## config.mk

```make
export PLATFORM = sky130hd
export DESIGN_NAME = reg_arb_n
export DESIGN_NICKNAME = d
export VERILOG_FILES = /design/src/rtl/reg_arb_n.sv
export SDC_FILE = /design/constraint.sdc
export NUM_CORES = 1
export LEC_CHECK = 0
export BUFFER_PORTS_ARGS = -buffer_cell sky130_fd_sc_hd__buf_2
export CELL_PAD_IN_SITES_DETAIL_PLACEMENT = 0
export CELL_PAD_IN_SITES_GLOBAL_PLACEMENT = 1
export CORE_MARGIN = 5
export CORE_UTILIZATION = 31
export CTS_CLUSTER_SIZE = 16
export DETAILED_ROUTE_END_ITERATION = 6
export PLACE_DENSITY_LB_ADDON = 0.1
export SLEW_MARGIN = 20
export SYNTH_ARGS = -nofsm -noshare
export SYNTH_HDL_FRONTEND = slang
export SYNTH_SLANG_ARGS = --single-unit
```

## constraint.sdc

```tcl
create_clock -name clk -period 2.1 [get_ports clk]
set_clock_uncertainty 0.05 [all_clocks]
set_input_delay 0.315 -clock clk [delete_from_list [all_inputs] [get_ports clk]]
set_output_delay 0.315 -clock clk [all_outputs]
set_load 0.03 [all_outputs]
```

## src/rtl/reg_arb_n.sv

```systemverilog
// Shared register written by NREQ channels through an arbiter. Build with REG_ARB_RR_EN
// for round-robin arbitration; otherwise the lowest requesting index wins.
module reg_arb_n #(
    parameter int               WIDTH     = 32,
    parameter int               NREQ      = 3,
    parameter logic [WIDTH-1:0] RESET_VAL = '0
) (
    input  logic                        clk,
    input  logic                        rst,
    input  logic [NREQ-1:0]             req,
    input  logic [NREQ*WIDTH-1:0]       wdata,
    input  logic [NREQ*(WIDTH/8)-1:0]   be,
    input  logic                        busy_in,
    output logic [WIDTH-1:0]            data_out,
    output logic [NREQ-1:0]             ack,
    output logic                        busy_out,
    output logic [$clog2(NREQ)-1:0]     grant_id,
    output logic                        fsm_state
);

    localparam int IDW = $clog2(NREQ);
    localparam int BW  = WIDTH / 8;

    typedef enum logic {IDLE = 1'b0, ACK = 1'b1} state_t;

    state_t             state;
    logic               found;
    logic [IDW-1:0]     win;
    logic [WIDTH-1:0]   wdata_win;
    logic [BW-1:0]      be_win;
    logic [WIDTH-1:0]   merged;
    logic [NREQ-1:0]    win_onehot;

`ifdef REG_ARB_RR_EN
    logic [IDW-1:0]     ptr;

    // Search starts at the pointer and wraps, so the channel after the last winner goes first.
    always_comb begin
        found = 1'b0;
        win   = '0;
        for (int k = 0; k < NREQ; k++) begin
            int j;
            j = (int'(ptr) + k) % NREQ;
            if (!found && req[j]) begin
                found = 1'b1;
                win   = IDW'(j);
            end
        end
    end
`else
    always_comb begin
        found = 1'b0;
        win   = '0;
        for (int k = 0; k < NREQ; k++) begin
            if (!found && req[k]) begin
                found = 1'b1;
                win   = IDW'(k);
            end
        end
    end
`endif

    always_comb begin
        wdata_win  = wdata[int'(win)*WIDTH +: WIDTH];
        be_win     = be[int'(win)*BW +: BW];
        win_onehot = NREQ'(1) << win;
        merged     = data_out;
        for (int b = 0; b < BW; b++) begin
            if (be_win[b]) merged[8*b +: 8] = wdata_win[8*b +: 8];
        end
    end

    assign busy_out  = (state == ACK) || busy_in;
    assign fsm_state = state;

    // ACK lasts exactly one cycle and ignores req, so a channel dropping req on its ack
    // can never be written twice.
    always_ff @(posedge clk or negedge rst) begin
        if (!rst) begin
            state    <= IDLE;
            data_out <= RESET_VAL;
            ack      <= '0;
            grant_id <= '0;
`ifdef REG_ARB_RR_EN
            ptr      <= '0;
`endif
        end else begin
            case (state)
                IDLE: begin
                    if (found && !busy_in) begin
                        data_out <= merged;
                        ack      <= win_onehot;
                        grant_id <= win;
                        state    <= ACK;
`ifdef REG_ARB_RR_EN
                        ptr      <= (win == IDW'(NREQ - 1)) ? '0 : win + 1'b1;
`endif
                    end
                end
                ACK: begin
                    ack   <= '0;
                    state <= IDLE;
                end
                default: begin
                    ack   <= '0;
                    state <= IDLE;
                end
            endcase
        end
    end

endmodule

```

* After elaboration in Yosys (flattened, before gate mapping) *
Index checks and enable logic that the tools add are counted.

storage, ports and cells
  register bits = 38
  memories = 0
  input bits = 114
  output and inout bits = 39
  RAM bits = 0
  bits in read-only memories = 0
  word-level logic and storage cells = 33
  bits in latches = 0

cells by class
  bitwise gates (word level) = 1
  magnitude comparators = 0
  $add $sub $neg = 0
  reductions and logical operators = 12
  shift-type cells = 3
  equal/unequal tests = 1
  divide/modulo/power cells = 0
  multiplexer cells = 9
  multipliers = 0

operator list
  kind                 count
  $shiftx 96x8->32     1
  $reduce_and 3->1     4
  $shiftx 12x5->4      1
  $pmux 3 s2           1
  $mux 1               5
  $logic_and 1x1->1    3
  $logic_not 1->1      3
  $mux 3               1
  $shl 1x2->3 const A  1
  $mux 2               1
  $ne 2x2->1 const B   1
  $pmux 1 s2           1
  $reduce_and 2->1     1
  $logic_or 1x1->1     1
  $not 1->1            1

* Depth between registers and ports, before layout *
  depth in word-level cells = 10
  mapped depth = 6
  gate-level depth less buffers = 4

* Worst setup path before layout *
OpenSTA, ideal clock, no wires.

  kind = reg-to-reg
  from = register state (netlist: fsm_state)
  to = register data_out[0]
  path buffers = 0
  arrival = 1360 ps
  cell stages (with the launch flop) = 4
  required time = 1925 ps
  library setup time = 125 ps
  path slack = 565 ps
  period minus slack after synthesis = 1535 ps
  cells stage by stage = dfrtp_1 nor2_2 o211ai_2 mux2_2

on the way
  longest elaborated chain between the ends = 2

RTL lines
  element                            RTL line  text
  from (decl)                        26        state_t state;
  from (signal assigned)             80        state <= IDLE;
  from (signal assigned)             94        state <= ACK;
  from (signal assigned)             102       state <= IDLE;
  $not 1->1 (no source line)         n/a
  $reduce_and 3->1 (no source line)  n/a
  to (signal assigned)               91        data_out <= merged;
  to (decl)                          14        output logic [WIDTH-1:0] data_out,

Every way passes these cells.
A chain may end at the register's enable or synchronous reset.

* Final worst setup path *
  from = register state (netlist: fsm_state)
  to = output busy_out

on the way
  longest elaborated chain between the ends = 1

RTL lines
  element           RTL line  text
  $logic_or 1x1->1  73        assign busy_out = (state == ACK) || busy_in;
  to (decl)         16        output logic busy_out,

Every way passes these cells.

==> out/summary.txt <==
Largest net degree at the start of global routing: 39
Syn_area_per_cell: 9.61 sq um
Synthesized cell area: 2150 sq um
Overall Power: 2.69 mW
Startpoint Class: register
Initial Util: 31.7%
Critical Path RT: 1.74 ns
Inserted Diodes: 0
Yosys cell types: 21
Seq pwr share: 37.2%
Setup slack after layout: 0.328 ns
Clk pwr share: 22.6%
First-pass detailed-route iteration total: 4
Slew Viols, Final: 0
Ys Warns: 0
VDD IR max: 0.360 mV
Post-synth top area cell: dfrtp_1
Die H: 93.3 um
Resized cells post-CTS: 0
H-Tree Level Count: 2
Arr. time, crit path: 1.41 ns
#FFs+latches synth: 38
Post-Route WL: 7.27 mm
Min Tclk post-route: 1.77 ns
Via count: 2263
Gr usage total: 16.7%
Post-Route Utilization: 46.2%
CP Capture Type: output pin
Setup violations, final: 0
Worst Hold Class: in2async
Max-Cap Viols: 0
CP max FO: 7
Switching share of power: 37.8%
First DRT Iteration DRCs: 63
Internal power: 1.68 mW
Final period utilization: 84.4%
HPWL Detailed: 5.55 mm
Combinational power share: 40.3%
DR vias/cell: 4.79
DRC viols: 0
Die area: 8710 sq um
RD Place Congestion: 0.715
Deepest clock path buffer count: 2
Sequential fraction of the synthesis area: 44.2%
Gr ovfl total: 0
Die width: 93.3 um
Post-CTS Setup Bufs: 0
Antenna violations before repair: 0
Area Growth Syn to Fin: 45.6%
CTS sink count: 38
Syn_nets: 338
P_sw: 1.02 mW
Synth Instances: 224
Yosys top cell area share: 44.2%
Unrepaired setup endpoints after global routing: false
Worst-path clk slew: 0.07 ns
PwrDens: 859 nW/um^2
Filler cells: 711
Slowest stage cell, crit path: dfrtp_1
First-pass GRT wire length: 11.5 mm
CP Class: reg2out
Buffers on Ports: 152
CP peak stage delay: 0.43 ns
Std cell rows: 30
Detail Route Antenna Nets: 0
Final Net Count: 489
Placement Cell Area: 3030 sq um
Slew at the pin closest to its max-slew limit: 0.877 ns
Core Region: 6790 sq um
Hold_buf cts: 0
CTS tree: built
Fin. Hold Viols: 0
Maximum clock rate: 564 MHz
Status: complete, no violations
Crit-path cells: nor2_2 > inv_1 > buf_2
Slew headroom: 41.5%
Place WS: 0.0965 ns
Leakage power: 1.58 nW
Setup TNS: 0 ns
Clock latency on the worst-skew pair: 0.28 ns
Final Cell Area: 3140 sq um
Share of cells above drive strength 1: 54.5%
Vias in the first global route: 2310
Average wire per standard cell: 15.4 um
Synth area leaders: dfrtp_1 44%, mux2_2 17%, a22oi_1 11%
CTS Buf Count: 5
IO Count: 153
Root Driver: clkbuf_8
-- cell usage after synthesis, drive strengths merged --
cell,count
nor3,1
nor3b,4
clkbuf,11
inv,1
o2bb2ai,1
buf,5
dfrtp,38
a22oi,32
nor2b,3
o22ai,1
o211ai,4
o21bai,1
mux2,32
nand2,36
o21ai,33
nor2,9
nand2b,3
a21oi,9
-- metrics by stage --
stage	instances	hold WS, ns
after floorplan	224	-0.0306
after global placement	464	0.433
after detailed placement	464	0.437
after CTS	472	0.122
after global routing	472	0.175
final	472	0.0890
-- registers in the layout (all words and copies together), names as in the netlist --
name       cells
fsm_state      1
grant_id       2
data_out      32
ack            3
-- power groups by stage --
stage / clock, mW / sequential (mW) / combinational, mW
final: 0.608 / 1.00 / 1.09
after detailed placement: 0 / 1.01 / 1.11
after global routing: 0.655 / 1.02 / 1.17
after CTS: 0.629 / 1.00 / 1.11
after global placement: 0 / 1.01 / 1.10
after floorplan: 0 / 1.39 / 0.313
-- cell families after synthesis --
kind of cell | after synthesis | synth area share, %
buf+inv | 17 | 3.49
mux | 32 | 16.7
simple gates | 56 | 11.3
flops | 38 | 44.2
compound gates | 81 | 24.3
-- worst max-delay path: cells and delay by family, from the launching register on --
family / cells / cell delay, ns
flip-flops: 1 / 0.43
buffers and inverters: 2 / 0.36
AND/OR/NAND/NOR: 1 / 0.34
-- path summary, 6_finish.rpt --
path	from	to	slack (ns)	depth (start not counted)
hold reg to reg	data_out[15]$_DFFE_PN0P_	data_out[15]$_DFFE_PN0P_	0.45	1
min in group clk	wdata[8]	data_out[8]$_DFFE_PN0P_	0.30	4
setup reg to reg	fsm_state$_DFF_PN0_	data_out[3]$_DFFE_PN0P_	0.50	3
max in group asynchronous	rst	data_out[29]$_DFFE_PN0P_	1.35	1
hold / removal	rst	ack[1]$_DFFE_PN0P_	0.09	1
setup / recovery	fsm_state$_DFF_PN0_	busy_out	0.33	3
-- metal layers --
layer,GRT usage (%),routed length (um),vias to the layer above
met5,0,0,-
met4,3.66,51,0
met3,5.15,719,7
met2,27.8,3580,95
met1,21.4,2920,1044
li1,-,-,1117
-- cells in the final DEF, fill, tap and decap left out, drive strengths merged, types with 3 or more instances in the layout --
master	netlist	routed
nand2	36	36
o211ai	4	4
a21oi	9	9
nor2b	3	3
buf	5	160
nor3b	4	4
nand2b	3	3
mux2	32	32
a22oi	32	32
clkbuf	11	7
dfrtp	38	38
nor2	9	9
o21ai	33	33
-- final cells by class --
cell class                      instances  area, sq um  share of cell area (%)
Multi-Input combinational cell        169         1130                    36.2
Inverter                                1         3.75                   0.120
Tap cell                               96          120                    3.83
Sequential cell                        38          951                    30.3
Clock inverter                          1         30.0                   0.958
Timing Repair Buffer                  160          821                    26.2
Clock buffer                            7         76.3                    2.43
No activity file was read; power rests on OpenSTA's default activity.
